<file path="src/rtl/counter_pkg.sv">
// Shared definitions for the lab counter blocks: FSM state encodings and the
// state-register width.
package counter_pkg;

    localparam int unsigned STATE_W = 2;

    // IDLE: holding, no period loaded. RUN: decrementing on enabled edges.
    // DONE: one-shot period has expired, count parked at zero.
    typedef enum logic [STATE_W-1:0] {
        IDLE = 2'b00,
        RUN  = 2'b01,
        DONE = 2'b10
    } state_t;

endpackage : counter_pkg

</file>
<file path="src/rtl/tflipflop.sv">
// Single T flip-flop: toggles Q on a rising Clock edge while Enable is high.
// Ports:
//   Clock   - system clock, rising edge
//   Enable  - toggle enable
//   Clear_b - asynchronous active-low clear, forces Q to 0
//   Q       - stored bit
module tflipflop (
    input  logic Clock,
    input  logic Enable,
    input  logic Clear_b,
    output logic Q
);

    // Toggle storage with asynchronous clear.
    always_ff @(posedge Clock or negedge Clear_b) begin
        if (!Clear_b) begin
            Q <= 1'b0;
        end else if (Enable) begin
            Q <= ~Q;
        end
    end

endmodule : tflipflop

</file>
<file path="src/rtl/down_counter_reload.sv">
// Loadable, enable-gated down counter used as a rate divider. Emits a
// registered one-cycle Tick every N enabled cycles (AutoReload=1) or once
// after N enabled cycles (AutoReload=0, then parks in DONE).
// The count is held in one T flip-flop per bit; every next-count decision is
// expressed as a toggle mask over the current value.
// Ports:
//   Clock        - system clock, rising edge
//   Clear_b      - asynchronous active-low clear of count, reload, Tick, state
//   Enable       - one decrement per edge while high in RUN
//   Load         - synchronous parallel load strobe, priority over Enable
//   LoadValue    - period N captured on Load
//   AutoReload   - 1 periodic / 0 one-shot, sampled at the terminal edge
//   CounterValue - current count
//   Tick         - registered one-cycle terminal-count pulse
//   Busy         - state is RUN
//   Done         - state is DONE
module down_counter_reload
    import counter_pkg::*;
#(
    parameter int unsigned WIDTH = 8
) (
    input  logic             Clock,
    input  logic             Clear_b,
    input  logic             Enable,
    input  logic             Load,
    input  logic [WIDTH-1:0] LoadValue,
    input  logic             AutoReload,
    output logic [WIDTH-1:0] CounterValue,
    output logic             Tick,
    output logic             Busy,
    output logic             Done
);

    localparam logic [WIDTH-1:0] ONE = WIDTH'(1);

    state_t           state_q;
    state_t           state_d;
    logic [WIDTH-1:0] reload_q;
    logic [WIDTH-1:0] count_q;
    logic [WIDTH-1:0] toggle;
    logic             tick_q;
    logic             tick_d;
    logic             run_en;
    logic             terminal;

    assign run_en   = (state_q == RUN) && Enable;
    assign terminal = run_en && (count_q == ONE);

    // Next state, Tick and per-bit toggle mask. Load beats everything.
    always_comb begin
        toggle  = '0;
        state_d = state_q;
        tick_d  = 1'b0;
        if (!(state_q inside {IDLE, RUN, DONE})) begin
            state_d = IDLE;
        end
        if (Load) begin
            toggle  = count_q ^ LoadValue;
            state_d = (LoadValue != '0) ? RUN : IDLE;
        end else if (terminal) begin
            tick_d = 1'b1;
            if (AutoReload) begin
                toggle = count_q ^ reload_q;
            end else begin
                // count is 1 here, so toggling its set bits lands on 0
                toggle  = count_q;
                state_d = DONE;
            end
        end else if (run_en && (count_q > ONE)) begin
            // bit i toggles iff all lower bits are 0: exactly the bits that
            // differ between q and q-1 for any nonzero q
            toggle = count_q ^ (count_q - ONE);
        end
    end

    // State, reload and Tick registers.
    always_ff @(posedge Clock or negedge Clear_b) begin
        if (!Clear_b) begin
            state_q  <= IDLE;
            reload_q <= '0;
            tick_q   <= 1'b0;
        end else begin
            state_q <= state_d;
            tick_q  <= tick_d;
            if (Load) begin
                reload_q <= LoadValue;
            end
        end
    end

    // Count storage, one T flip-flop per bit.
    for (genvar i = 0; i < int'(WIDTH); i++) begin : g_bit
        tflipflop u_tff (
            .Clock   (Clock),
            .Enable  (toggle[i]),
            .Clear_b (Clear_b),
            .Q       (count_q[i])
        );
    end

    assign CounterValue = count_q;
    assign Tick         = tick_q;
    assign Busy         = (state_q == RUN);
    assign Done         = (state_q == DONE);

endmodule : down_counter_reload

</file>
<file path="config.mk">
export PLATFORM = sky130hd
export DESIGN_NAME = down_counter_reload
export DESIGN_NICKNAME = d
export VERILOG_FILES = /design/src/rtl/counter_pkg.sv /design/src/rtl/tflipflop.sv /design/src/rtl/down_counter_reload.sv
export SDC_FILE = /design/constraint.sdc
export NUM_CORES = 1
export LEC_CHECK = 0
export ABC_AREA = 1
export BUFFER_PORTS_ARGS = -buffer_cell sky130_fd_sc_hd__buf_4
export CAP_MARGIN = 30
export CORE_MARGIN = 10
export CORE_UTILIZATION = 50
export DETAILED_ROUTE_END_ITERATION = 6
export GPL_TIMING_DRIVEN = 0
export PLACE_DENSITY = 0.73
export SYNTH_ARGS = -nofsm -noshare
export SYNTH_HDL_FRONTEND = slang
export SYNTH_SLANG_ARGS = --single-unit
export TNS_END_PERCENT = 30
</file>
<file path="constraint.sdc">
create_clock -name Clock -period 1.7 [get_ports Clock]
set_input_delay 0.255 -clock Clock [delete_from_list [all_inputs] [get_ports Clock]]
set_output_delay 0.255 -clock Clock [all_outputs]
set_load 0.1 [all_outputs]
</file>
==> results of run 1 <==
where the power goes:
| part | switching [W] | internal, W |
|---|---|---|
| clock | 0.000143 | 0.0000914 |
| sequential | 0.0000414 | 0.000491 |
| combinational | 0.000333 | 0.000160 |
layer usage:
layer  track usage (%)  up-vias  wire length [um]
met4              3.29        0                34
met5                 0        -                 0
met3              2.97        5               225
met2              20.4       32              1490
met1              15.1      546              1330
li1                  -      593                 -
cell usage after synthesis (all sizes together) (2+ instances only):
library cell and number:
nand4 11, buf 13, nor2 12, dfrtp 19, nor3 2, clkbuf 2, nor4 2, inv 10
nand2 55, ha 3, nand3b 3, nand3 25
sequential cells by signal (all words and copies together), names as in the netlist:
register / count
reload_q: 8
state_q: 2
Tick: 1
g_bit.u_tff.Q: 8
per-stage QoR:
step	TNS, ps	worst slack, ps	utilization (%)	std cells	hold WS, ps
global route	-11.0	-7.86	64.1	226	182
CTS	0	2.22	61.8	220	190
finish	0	87.4	64.1	226	181
detailed placement	-99.9	-23.7	60.1	215	144
floorplan	-3.01	-2.79	-	162	-40.6
global placement	-24.8	-10.6	60.1	215	138
worst max-delay path by stage:
| stage | startpoint | endpoint | slack, ps |
|---|---|---|---|
| 2_1_floorplan | state_q[1]$_DFF_PN0_ | g_bit[3].u_tff.Q$_DFFE_PN0P_ | -3 |
| 3_3_place_gp | g_bit[0].u_tff.Q$_DFFE_PN0P_ | g_bit[5].u_tff.Q$_DFFE_PN0P_ | -10 |
| 3_5_place_dp | g_bit[0].u_tff.Q$_DFFE_PN0P_ | g_bit[5].u_tff.Q$_DFFE_PN0P_ | -20 |
| 4_1_cts | g_bit[0].u_tff.Q$_DFFE_PN0P_ | g_bit[2].u_tff.Q$_DFFE_PN0P_ | 2 |
| 5_1_grt | g_bit[0].u_tff.Q$_DFFE_PN0P_ | g_bit[7].u_tff.Q$_DFFE_PN0P_ | -8 |
| 6_report | g_bit[0].u_tff.Q$_DFFE_PN0P_ | g_bit[5].u_tff.Q$_DFFE_PN0P_ | 90 |
cell type report:
cell class | count | area, um2
Inverter | 11 | 41.3
Clock buffer | 4 | 26.3
Tap cell | 30 | 37.5
Fill cell | 230 | 881
Buffer | 15 | 116
Multi-Input combinational cell | 117 | 648
Sequential cell | 19 | 477
Timing Repair Buffer | 30 | 228
what timing repair did:
item	CTS	global route
endpoints found under the hold margin	19	0
gates resized for setup	1	4
setup buffers	0	6
hold buffers	1	0
setup endpoints to repair	5	8
critical path, cell delays in order (launching register included):
cell	delay [ps]
dfrtp_2	450
buf_4	140
ha_1	220
nand2_4	100
nor2_8	50
nor2_4	130
buf_6	170
nand4_1	100
nand3_1	110
nand2_1	60
kinds of logic after synthesis:
kind of cell / after synthesis
flops: 19
simple gates: 112
buf+inv: 26
fa+ha+maj: 3
compound gates: 2
==> impl_metrics.xml, run 1 <==
<?xml version="1.0" encoding="UTF-8"?>
<metrics>
  <group name="status">
    <metric name="status" unit="">finished clean</metric>
  </group>
  <group name="timing">
    <metric name="slew_violations" unit="">0</metric>
    <metric name="max-slew-margin-rel" unit="%">68.1</metric>
    <metric name="final-setup-viol-count" unit="">0</metric>
    <metric name="final.setup_skew" unit="ps">2.75</metric>
    <metric name="portion_of_the_clock_cycle_consumed_by_the_worst_path_in_the_final_layout" unit="%">94.9</metric>
    <metric name="timing.fmax" unit="GHz">0.620</metric>
    <metric name="finalHoldViolCount" unit="">0</metric>
    <metric name="timing.final.crit_period" unit="ps">1610</metric>
    <metric name="tightestPinTransition" unit="ps">479</metric>
  </group>
  <group name="critical_path">
    <metric name="critical_path.endpoint_type" unit="">flip-flop</metric>
    <metric name="path_class" unit="">reg2reg</metric>
    <metric name="cp.required" unit="ps">1900</metric>
    <metric name="start_kind" unit="">flip-flop</metric>
    <metric name="reg2regPathDepth" unit="">9</metric>
    <metric name="regToRegStartpoint" unit="">g_bit[0].u_tff.Q$_DFFE_PN0P_</metric>
    <metric name="timing.reg2reg.setup_slack" unit="ps">90</metric>
    <metric name="r2r-end" unit="">g_bit[5].u_tff.Q$_DFFE_PN0P_</metric>
    <metric name="critical_path_peak_fanout" unit="">10</metric>
    <metric name="worst-endpoint-arrival" unit="ps">1810</metric>
  </group>
  <group name="finish">
    <metric name="synthToLayoutAreaGrowth" unit="%">24.6</metric>
    <metric name="antenna-diode-count" unit="">0</metric>
    <metric name="post-route-cell-area" unit="um2">1570</metric>
    <metric name="mostFrequentLayoutCells" unit="">nand2_1, buf_4, nand3_1</metric>
    <metric name="finalNetCount" unit="">213</metric>
    <metric name="mostFrequentLayoutCell" unit="">nand2_1</metric>
    <metric name="drive_gt1_share" unit="%">32.7</metric>
  </group>
  <group name="yosys">
    <metric name="synthesized_area_fraction_occupied_by_ao_oa_aoi_and_oai_cells" unit="%">1.09</metric>
    <metric name="portion_of_netlist_area_occupied_by_mux_cells" unit="%">0</metric>
    <metric name="mapped_cell_area" unit="um2">1260</metric>
    <metric name="synthesis.nets" unit="">178</metric>
    <metric name="yosys.area_share.simple" unit="%">46.1</metric>
    <metric name="synth.avg_cell_area" unit="um2">7.80</metric>
    <metric name="postSynthRegisterBits" unit="">19</metric>
    <metric name="synth-edff-count" unit="">0</metric>
    <metric name="ys_types" unit="">27</metric>
    <metric name="netlist_instances" unit="">162</metric>
    <metric name="synth-adder-area-share" unit="%">2.97</metric>
    <metric name="synth_largest_type_area_fraction" unit="%">37.6</metric>
    <metric name="synth-async-reset-ratio" unit="%">100</metric>
    <metric name="combinational_family_with_the_most_area_after_synthesis" unit="">simple AND/OR/NAND/NOR gates</metric>
    <metric name="ys_warn_count" unit="">0</metric>
    <metric name="synthXorXnorAreaFrac" unit="%">0</metric>
    <metric name="dominantRegCellSynth" unit="">dfrtp_1</metric>
    <metric name="yosys.area.top_type" unit="">dfrtp_1</metric>
    <metric name="ys_top_cells_by_area" unit="">dfrtp_1, nand2_1, nand3_1</metric>
    <metric name="share_of_the_yosys_chip_area_belonging_to_registers" unit="%">37.6</metric>
  </group>
  <group name="min_path">
    <metric name="holdCritPathClass" unit="">in2reg</metric>
    <metric name="hold_crit_start" unit="">LoadValue[3]</metric>
    <metric name="min_path_cells" unit="">3</metric>
    <metric name="worstHoldEndpoint" unit="">reload_q[3]$_DFFE_PN0P_</metric>
  </group>
  <group name="power_and_ir_drop">
    <metric name="leakagePower" unit="nW">0.826</metric>
    <metric name="power" unit="W">0.00126</metric>
    <metric name="p_per_area" unit="nW/um2">801</metric>
    <metric name="max-vdd-ir-drop" unit="mV">0.564</metric>
  </group>
  <group name="global_routing">
    <metric name="grt_use_total" unit="%">12.2</metric>
    <metric name="grt_pass1_vias" unit="">1109</metric>
    <metric name="grt_pass1_wl" unit="um">5200</metric>
    <metric name="grt_max_degree" unit="">20</metric>
    <metric name="grt-ovfl-total" unit="">0</metric>
    <metric name="initial_antenna_violation_count" unit="">0</metric>
  </group>
  <group name="die">
    <metric name="die_height" unit="um">70.3</metric>
    <metric name="placeableCoreArea" unit="um2">2450</metric>
    <metric name="floorplan_row_count" unit="">18</metric>
    <metric name="die_w" unit="um">70.3</metric>
    <metric name="fp.dieArea" unit="um2">4940</metric>
    <metric name="floorplan.initialDensity" unit="%">51.5</metric>
    <metric name="floorplan.io_pins" unit="">24</metric>
  </group>
  <group name="cts">
    <metric name="cts.path.max_buffers" unit="">2</metric>
    <metric name="cell_chosen_for_the_clock_root" unit="">clkbuf_4</metric>
    <metric name="path_clk_slew" unit="ps">110</metric>
    <metric name="number_of_buffers_created_by_cts" unit="">3</metric>
    <metric name="htreeDepth" unit="">1</metric>
    <metric name="tritoncts" unit="">built</metric>
    <metric name="clkLatencyLatePin" unit="ps">300</metric>
    <metric name="cts.sinks" unit="">19</metric>
  </group>
  <group name="detailed_routing">
    <metric name="drc_errors" unit="">0</metric>
    <metric name="route.vias.total" unit="">1176</metric>
    <metric name="postRouteWirelength" unit="um">3080</metric>
    <metric name="viasPerCell" unit="">5.20</metric>
    <metric name="first_pass_iters" unit="">4</metric>
    <metric name="antenna_violating_nets_post_route" unit="">0</metric>
    <metric name="drt_iter0_markers" unit="">59</metric>
    <metric name="wl_per_cell" unit="um">13.6</metric>
  </group>
  <group name="place">
    <metric name="place_area" unit="um2">1480</metric>
    <metric name="post-dp-hpwl" unit="um">2340</metric>
    <metric name="placement.io_buffers" unit="">23</metric>
    <metric name="place.gp.congestion" unit="">0.776</metric>
  </group>
  <group name="job">
    <metric name="max_cap_violations" unit="">0</metric>
  </group>
</metrics>
Note: power is estimated with default switching activity, not from simulation.
==> inputs of run 2 (changes only) <==
--- a/config.mk
+++ b/config.mk
@@ -5,15 +5,14 @@
 export SDC_FILE = /design/constraint.sdc
 export NUM_CORES = 1
 export LEC_CHECK = 0
-export ABC_AREA = 1
 export BUFFER_PORTS_ARGS = -buffer_cell sky130_fd_sc_hd__buf_4
 export CAP_MARGIN = 30
 export CORE_MARGIN = 10
 export CORE_UTILIZATION = 50
 export DETAILED_ROUTE_END_ITERATION = 6
 export GPL_TIMING_DRIVEN = 0
-export PLACE_DENSITY = 0.73
+export PLACE_DENSITY = 0.74
 export SYNTH_ARGS = -nofsm -noshare
 export SYNTH_HDL_FRONTEND = slang
 export SYNTH_SLANG_ARGS = --single-unit
-export TNS_END_PERCENT = 30
+export TNS_END_PERCENT = 50
==> impl_metrics.xml, run 2 <==
<?xml version="1.0" encoding="UTF-8"?>
<metrics>
  <group name="status">
    <metric name="status" unit="">complete, but fails checks</metric>
    <metric name="violations_in_the_final_reports" unit="">negative setup slack</metric>
  </group>
  <group name="detailed_routing">
    <metric name="drc_errors" unit="">0</metric>
    <metric name="first_pass_iters" unit="">4</metric>
    <metric name="drt_iter0_markers" unit="">66</metric>
    <metric name="viasPerCell" unit="">5.74</metric>
    <metric name="antenna_violating_nets_post_route" unit="">0</metric>
    <metric name="route.vias.total" unit="">1079</metric>
    <metric name="postRouteWirelength" unit="um">3150</metric>
    <metric name="wl_per_cell" unit="um">16.7</metric>
  </group>
  <group name="min_path">
    <metric name="holdCritPathClass" unit="">in2reg</metric>
    <metric name="min_path_cells" unit="">3</metric>
  </group>
  <group name="finish">
    <metric name="biggestRegsByFlops" unit="">g_bit.u_tff.Q (8), reload_q (8), state_q (2)</metric>
    <metric name="synthToLayoutAreaGrowth" unit="%">27.7</metric>
    <metric name="drive_gt1_share" unit="%">39.4</metric>
    <metric name="fillerInstances" unit="">202</metric>
    <metric name="mostFrequentLayoutCell" unit="">buf_4</metric>
    <metric name="mostFrequentLayoutCells" unit="">buf_4, dfrtp_1, nor2_1, nand2_1, inv_1</metric>
    <metric name="antenna-diode-count" unit="">0</metric>
    <metric name="finalNetCount" unit="">177</metric>
  </group>
  <group name="power_and_ir_drop">
    <metric name="max-vdd-ir-drop" unit="mV">0.611</metric>
    <metric name="share_clk_of_total_power" unit="%">18.5</metric>
    <metric name="power" unit="W">0.00126</metric>
    <metric name="leakagePower" unit="nW">0.673</metric>
    <metric name="p_int" unit="W">0.000753</metric>
    <metric name="sequentialPowerShare" unit="%">43.5</metric>
    <metric name="power_switching_share" unit="%">40.4</metric>
    <metric name="p_switching" unit="W">0.000511</metric>
    <metric name="p_per_area" unit="nW/um2">842</metric>
    <metric name="comb_power_share" unit="%">38.0</metric>
  </group>
  <group name="yosys">
    <metric name="postSynthRegisterBits" unit="">19</metric>
    <metric name="ys_warn_count" unit="">0</metric>
    <metric name="yosys.area.top_type" unit="">dfrtp_1</metric>
    <metric name="share_of_the_yosys_chip_area_belonging_to_registers" unit="%">40.4</metric>
    <metric name="synth.avg_cell_area" unit="um2">9.33</metric>
    <metric name="ys_top_cells_by_area" unit="">dfrtp_1, buf_4, mux2_2</metric>
    <metric name="netlist_instances" unit="">126</metric>
    <metric name="synthesis.nets" unit="">142</metric>
    <metric name="synth-edff-count" unit="">0</metric>
    <metric name="netlist_top_cells_count" unit="">dfrtp_1, nor2_1, nand2_1</metric>
    <metric name="mapped_cell_area" unit="um2">1180</metric>
    <metric name="synth_most_common_cell" unit="">dfrtp_1</metric>
    <metric name="ys_types" unit="">46</metric>
    <metric name="synth_largest_type_area_fraction" unit="%">40.4</metric>
    <metric name="dominantRegCellSynth" unit="">dfrtp_1</metric>
    <metric name="synth-async-reset-ratio" unit="%">100</metric>
  </group>
  <group name="timing">
    <metric name="worst_case_setup_margin_in_the_final_layout" unit="ps">-191</metric>
    <metric name="portion_of_the_clock_cycle_consumed_by_the_worst_path_in_the_final_layout" unit="%">111</metric>
    <metric name="setup_repair_after_global_routing_missed_its_margin" unit="">yes</metric>
    <metric name="finalHoldViolCount" unit="">0</metric>
    <metric name="timing.final.crit_period" unit="ps">1890</metric>
    <metric name="slew_violations" unit="">0</metric>
    <metric name="setup_tns" unit="ps">-1010</metric>
    <metric name="final-setup-viol-count" unit="">7</metric>
    <metric name="tightestPinTransition" unit="ps">779</metric>
    <metric name="max-slew-margin-rel" unit="%">47.6</metric>
    <metric name="hold_ws" unit="ps">185</metric>
    <metric name="timing.fmax" unit="GHz">0.529</metric>
    <metric name="final.setup_skew" unit="ps">4.72</metric>
  </group>
  <group name="global_routing">
    <metric name="grt_max_degree" unit="">20</metric>
    <metric name="grt_pass1_vias" unit="">1119</metric>
    <metric name="grt_pass1_wl" unit="um">5170</metric>
    <metric name="initial_antenna_violation_count" unit="">0</metric>
    <metric name="grt_use_total" unit="%">14.6</metric>
    <metric name="grt-ovfl-total" unit="">0</metric>
  </group>
  <group name="cts">
    <metric name="clkLatencyLatePin" unit="ps">300</metric>
    <metric name="number_of_buffers_created_by_cts" unit="">3</metric>
    <metric name="cts.path.max_buffers" unit="">2</metric>
    <metric name="tritoncts" unit="">built</metric>
    <metric name="cell_chosen_for_the_clock_root" unit="">clkbuf_4</metric>
    <metric name="cts.sinks" unit="">19</metric>
    <metric name="htreeDepth" unit="">1</metric>
    <metric name="path_clk_slew" unit="ps">110</metric>
  </group>
  <group name="critical_path">
    <metric name="worst_path_largest_cell_delay" unit="ps">540</metric>
    <metric name="path_class" unit="">reg2reg</metric>
    <metric name="reg2regPathDepth" unit="">5</metric>
    <metric name="dominant_delay_contributor_by_cell_family_on_the_critical_path" unit="">compound AO/OA/AOI/OAI gates</metric>
    <metric name="timing.reg2reg.setup_slack" unit="ps">-190</metric>
    <metric name="cp.required" unit="ps">1880</metric>
    <metric name="critical_path.endpoint_type" unit="">flip-flop</metric>
    <metric name="critical_path_peak_fanout" unit="">9</metric>
    <metric name="worst-endpoint-arrival" unit="ps">2070</metric>
    <metric name="timing.critical_path.slowest_stage_cell" unit="">or4_4</metric>
    <metric name="start_kind" unit="">flip-flop</metric>
    <metric name="cp_num_cells" unit="">5</metric>
    <metric name="timing.critical_path.cells" unit="">or4_4 &gt; o31a_1 &gt; buf_6 &gt; a221oi_2 &gt; o31ai_2</metric>
    <metric name="crit_buf_inv" unit="">1</metric>
  </group>
  <group name="job">
    <metric name="max_cap_violations" unit="">0</metric>
  </group>
  <group name="die">
    <metric name="die_height" unit="um">68.5</metric>
    <metric name="floorplan_row_count" unit="">17</metric>
    <metric name="fp.dieArea" unit="um2">4690</metric>
    <metric name="die_w" unit="um">68.5</metric>
    <metric name="floorplan.io_pins" unit="">24</metric>
    <metric name="placeableCoreArea" unit="um2">2230</metric>
    <metric name="floorplan.initialDensity" unit="%">52.7</metric>
  </group>
  <group name="place">
    <metric name="placement.io_buffers" unit="">23</metric>
    <metric name="post-dp-hpwl" unit="um">2260</metric>
    <metric name="place.gp.congestion" unit="">0.867</metric>
  </group>
</metrics>
run 2: cell types whose count changed in the layout (fill, tap and decap cells not counted), sizes merged, moves of 3 or more:
cell / delta
nor2b: +3
o31ai: +3
nand2: -44
a221oi: +3
mux2: +4
nand4: -10
buf: -3
nand3: -21
a21boi: +3
or4: +3
o21ai: +6
run 2: layer usage:
layer	track usage (%)	vias up	part of all wire, %
met3	3.06	9	5.9
met5	0	-	0
li1	-	525	-
met1	18.0	516	42
met2	24.0	29	49
met4	6.53	0	2.7
run 2: kinds of logic after synthesis:
logic type      Yosys count  share of synthesized area (%)
compound gates           30                           20.2
fa+ha+maj                 3                           3.19
buf+inv                  21                           10.0
flops                    19                           40.4
mux                       4                           3.83
simple gates             49                           22.3
run 2: path summary, 6_finish.rpt:
check	from	end
max in group asynchronous	Clear_b	g_bit[0].u_tff.Q$_DFFE_PN0P_
min in group asynchronous	Clear_b	g_bit[1].u_tff.Q$_DFFE_PN0P_
max	g_bit[7].u_tff.Q$_DFFE_PN0P_	g_bit[3].u_tff.Q$_DFFE_PN0P_
min reg2reg	reload_q[7]$_DFFE_PN0P_	g_bit[7].u_tff.Q$_DFFE_PN0P_
max reg2reg	g_bit[7].u_tff.Q$_DFFE_PN0P_	g_bit[3].u_tff.Q$_DFFE_PN0P_
min	LoadValue[6]	g_bit[6].u_tff.Q$_DFFE_PN0P_
run 2: through the flow:
stage / worst slack, ps / utilization, % / area (um2) / std cells
floorplan: -112 / - / 1180 / 126
global placement: -202 / 62.2 / 1390 / 177
detailed placement: -228 / 62.2 / 1390 / 177
CTS: -181 / 66.8 / 1490 / 188
global route: -248 / 67.2 / 1500 / 188
finish: -191 / 67.2 / 1500 / 188
run 2: cell type report:
class                   instances  area, um2  share of cell area [%]
clock buffers                   4       26.3                    1.75
repair buffers                 30        228                    15.2
well taps                      28       35.0                    2.33
inverters                       9       33.8                    2.25
flip-flops and latches         19        482                    32.1
plain buffers                  12       83.8                    5.58
multi-input cells              86        613                    40.8
run 2: worst reg2reg max path: cells and delay by family (launching register included):
kind | cells | cell delay [ps]
buffers and inverters | 1 | 150
flip-flops | 1 | 440
AO/OA/AOI/OAI | 3 | 630
AND/OR/NAND/NOR | 1 | 540
run 2: repair_timing:
| action | CTS | global route |
|---|---|---|
| gates resized for setup | 6 | 6 |
| hold buffers | 1 | 0 |
| pin swaps | 0 | 1 |
| endpoints found under the hold margin | 19 | 0 |
| buffers inserted | 6 | 0 |
| endpoints found under the setup margin | 8 | 9 |
| gates cloned | 0 | 0 |
run 2: power groups by stage:
stage	Sequential [W]	Clock (W)	Combinational, W
after CTS	0.000544	0.000237	0.000473
after global placement	0.000551	0	0.000435
after floorplan	0.000539	0	0.000337
after global routing	0.000557	0.000256	0.000515
after detailed placement	0.000554	0	0.000442
final	0.000549	0.000234	0.000480
==> inputs of run 3 (changes only) <==
--- a/config.mk
+++ b/config.mk
@@ -8,10 +8,10 @@
 export BUFFER_PORTS_ARGS = -buffer_cell sky130_fd_sc_hd__buf_4
 export CAP_MARGIN = 30
 export CORE_MARGIN = 10
-export CORE_UTILIZATION = 50
+export CORE_UTILIZATION = 53
 export DETAILED_ROUTE_END_ITERATION = 6
 export GPL_TIMING_DRIVEN = 0
-export PLACE_DENSITY = 0.74
+export PLACE_DENSITY = 0.77
 export SYNTH_ARGS = -nofsm -noshare
 export SYNTH_HDL_FRONTEND = slang
 export SYNTH_SLANG_ARGS = --single-unit
==> constraint.sdc (replaced) <==
create_clock -name Clock -period 1.7 [get_ports Clock]
set_input_delay 0.34 -clock Clock [delete_from_list [all_inputs] [get_ports Clock]]
set_output_delay 0.34 -clock Clock [all_outputs]
set_load 0.1 [all_outputs]
==> impl_metrics.xml, run 3 (synthesis gave the netlist of run 2 again) <==
<?xml version="1.0" encoding="UTF-8"?>
<metrics>
  <group name="status">
    <metric name="status" unit="">complete, but fails checks</metric>
    <metric name="violations_in_the_final_reports" unit="">negative setup slack</metric>
  </group>
  <group name="place">
    <metric name="pre_cts_slack" unit="ps">-245</metric>
    <metric name="post-dp-hpwl" unit="um">2390</metric>
    <metric name="place_area" unit="um2">1390</metric>
    <metric name="placement.io_buffers" unit="">23</metric>
    <metric name="place.gp.congestion" unit="">0.805</metric>
  </group>
  <group name="global_routing">
    <metric name="grt_pass1_wl" unit="um">5370</metric>
    <metric name="grt-ovfl-total" unit="">0</metric>
    <metric name="grt_max_degree" unit="">20</metric>
    <metric name="grt_pass1_vias" unit="">1150</metric>
    <metric name="grt_use_total" unit="%">15.5</metric>
    <metric name="initial_antenna_violation_count" unit="">0</metric>
  </group>
  <group name="cts">
    <metric name="cell_chosen_for_the_clock_root" unit="">clkbuf_4</metric>
    <metric name="cts.path.max_buffers" unit="">2</metric>
    <metric name="cts.sinks" unit="">19</metric>
    <metric name="path_clk_slew" unit="ps">120</metric>
    <metric name="number_of_buffers_created_by_cts" unit="">3</metric>
    <metric name="clkLatencyLatePin" unit="ps">320</metric>
    <metric name="tritoncts" unit="">built</metric>
    <metric name="htreeDepth" unit="">1</metric>
  </group>
  <group name="finish">
    <metric name="mostFrequentLayoutCells" unit="">buf_4, dfrtp_1, nor2_1, nand2_1, inv_1</metric>
    <metric name="drive_gt1_share" unit="%">41.6</metric>
    <metric name="post-route-cell-area" unit="um2">1540</metric>
    <metric name="fillerInstances" unit="">166</metric>
    <metric name="biggestRegsByFlops" unit="">g_bit.u_tff.Q (8), reload_q (8), state_q (2)</metric>
    <metric name="multi_input_comb_area" unit="um2">636</metric>
    <metric name="mostFrequentLayoutCell" unit="">buf_4</metric>
    <metric name="antenna-diode-count" unit="">0</metric>
    <metric name="final_core_density" unit="%">75.2</metric>
    <metric name="layout.area.seq" unit="um2">480</metric>
    <metric name="synthToLayoutAreaGrowth" unit="%">30.6</metric>
    <metric name="finalNetCount" unit="">178</metric>
  </group>
  <group name="timing">
    <metric name="hold_ws" unit="ps">260</metric>
    <metric name="timing.fmax" unit="GHz">0.533</metric>
    <metric name="setup_repair_after_global_routing_missed_its_margin" unit="">yes</metric>
    <metric name="portion_of_the_clock_cycle_consumed_by_the_worst_path_in_the_final_layout" unit="%">110</metric>
    <metric name="tightestPinTransition" unit="ps">600</metric>
    <metric name="finalHoldViolCount" unit="">0</metric>
    <metric name="timing.final.crit_period" unit="ps">1880</metric>
    <metric name="slew_violations" unit="">0</metric>
    <metric name="worst_case_setup_margin_in_the_final_layout" unit="ps">-177</metric>
    <metric name="final.setup_skew" unit="ps">6.83</metric>
    <metric name="max-slew-margin-rel" unit="%">60.0</metric>
    <metric name="final-setup-viol-count" unit="">8</metric>
    <metric name="setup_tns" unit="ps">-812</metric>
  </group>
  <group name="die">
    <metric name="die_height" unit="um">67.1</metric>
    <metric name="die_w" unit="um">67.1</metric>
    <metric name="placeableCoreArea" unit="um2">2040</metric>
    <metric name="floorplan.io_pins" unit="">24</metric>
    <metric name="floorplan_row_count" unit="">16</metric>
    <metric name="fp.dieArea" unit="um2">4500</metric>
    <metric name="floorplan.initialDensity" unit="%">57.6</metric>
  </group>
  <group name="critical_path">
    <metric name="start_kind" unit="">flip-flop</metric>
    <metric name="path_class" unit="">reg2reg</metric>
    <metric name="worst_path_largest_cell_delay" unit="ps">550</metric>
    <metric name="critical_path_peak_fanout" unit="">9</metric>
    <metric name="cp.required" unit="ps">1890</metric>
    <metric name="worst-endpoint-arrival" unit="ps">2060</metric>
    <metric name="reg2regPathDepth" unit="">5</metric>
    <metric name="critical_path.endpoint_type" unit="">flip-flop</metric>
    <metric name="timing.critical_path.slowest_stage_cell" unit="">or4_4</metric>
    <metric name="timing.critical_path.cells" unit="">or4_4 &gt; o31a_1 &gt; buf_6 &gt; a221oi_4 &gt; o31ai_2</metric>
  </group>
  <group name="detailed_routing">
    <metric name="antenna_violating_nets_post_route" unit="">0</metric>
    <metric name="drc_errors" unit="">0</metric>
    <metric name="drt_iter0_markers" unit="">71</metric>
    <metric name="first_pass_iters" unit="">4</metric>
    <metric name="wl_per_cell" unit="um">17.8</metric>
    <metric name="viasPerCell" unit="">5.98</metric>
    <metric name="postRouteWirelength" unit="um">3350</metric>
    <metric name="route.vias.total" unit="">1124</metric>
  </group>
  <group name="min_path">
    <metric name="min_path_cells" unit="">3</metric>
    <metric name="holdCritPathClass" unit="">in2reg</metric>
  </group>
  <group name="power_and_ir_drop">
    <metric name="max-vdd-ir-drop" unit="mV">0.675</metric>
    <metric name="p_per_area" unit="nW/um2">843</metric>
    <metric name="leakagePower" unit="nW">0.684</metric>
  </group>
  <group name="job">
    <metric name="max_cap_violations" unit="">0</metric>
  </group>
</metrics>
==> run 3: power breakdown <==
group	switching (W)	internal [W]	total [W]
registers	0.0000519	0.000494	0.000546
logic	0.000325	0.000178	0.000503
clock network	0.000158	0.0000883	0.000246
==> run 3: through the flow <==
stage / total power (W) / cells
detailed placement: 0.000996 / 176
global route: 0.00135 / 188
floorplan: 0.000876 / 126
finish: 0.00130 / 188
global placement: 0.000984 / 176
CTS: 0.00127 / 186
==> run 3: final cells by class <==
cell class / instances / area share, %
Multi-Input combinational cell: 86 / 41.4
Sequential cell: 19 / 31.3
Timing Repair Buffer: 31 / 15.6
Buffer: 12 / 5.62
Inverter: 9 / 2.20
Tap cell: 27 / 2.20
Clock buffer: 3 / 1.47
Clock inverter: 1 / 0.326
==> run 3: worst paths after layout <==
check                                                   from                      endpoint  slack, ps
min in group asynchronous                            Clear_b       reload_q[2]$_DFFE_PN0P_        420
max in group asynchronous                            Clear_b  g_bit[4].u_tff.Q$_DFFE_PN0P_       1050
worst max-delay path            g_bit[7].u_tff.Q$_DFFE_PN0P_  g_bit[3].u_tff.Q$_DFFE_PN0P_       -180
worst min register to register       reload_q[7]$_DFFE_PN0P_       reload_q[7]$_DFFE_PN0P_        520
worst min-delay path                            LoadValue[2]       reload_q[2]$_DFFE_PN0P_        260
worst max register to register  g_bit[7].u_tff.Q$_DFFE_PN0P_  g_bit[3].u_tff.Q$_DFFE_PN0P_       -180
==> run 3: worst max-delay path: cells and delay by family, from the launching register on <==
| kind | cells | cell delay, ps |
|---|---|---|
| buffers and inverters | 1 | 150 |
| AO/OA/AOI/OAI | 3 | 610 |
| flip-flops | 1 | 440 |
| AND/OR/NAND/NOR | 1 | 550 |
==> run 3: what timing repair did <==
action,in CTS,in global routing
resized for setup,10,6
hold endpoints to repair,19,0
pin swaps,1,2
buffers inserted,5,2
setup endpoints to repair,10,11
hold buffers,1,0
==> run 3: metal layers <==
layer	global-route usage (%)	vias up	share of wire, %
met5	0	-	0
met3	4.18	5	5.6
li1	-	531	-
met2	25.8	37	49
met1	18.3	551	44
met4	6.41	0	1.1
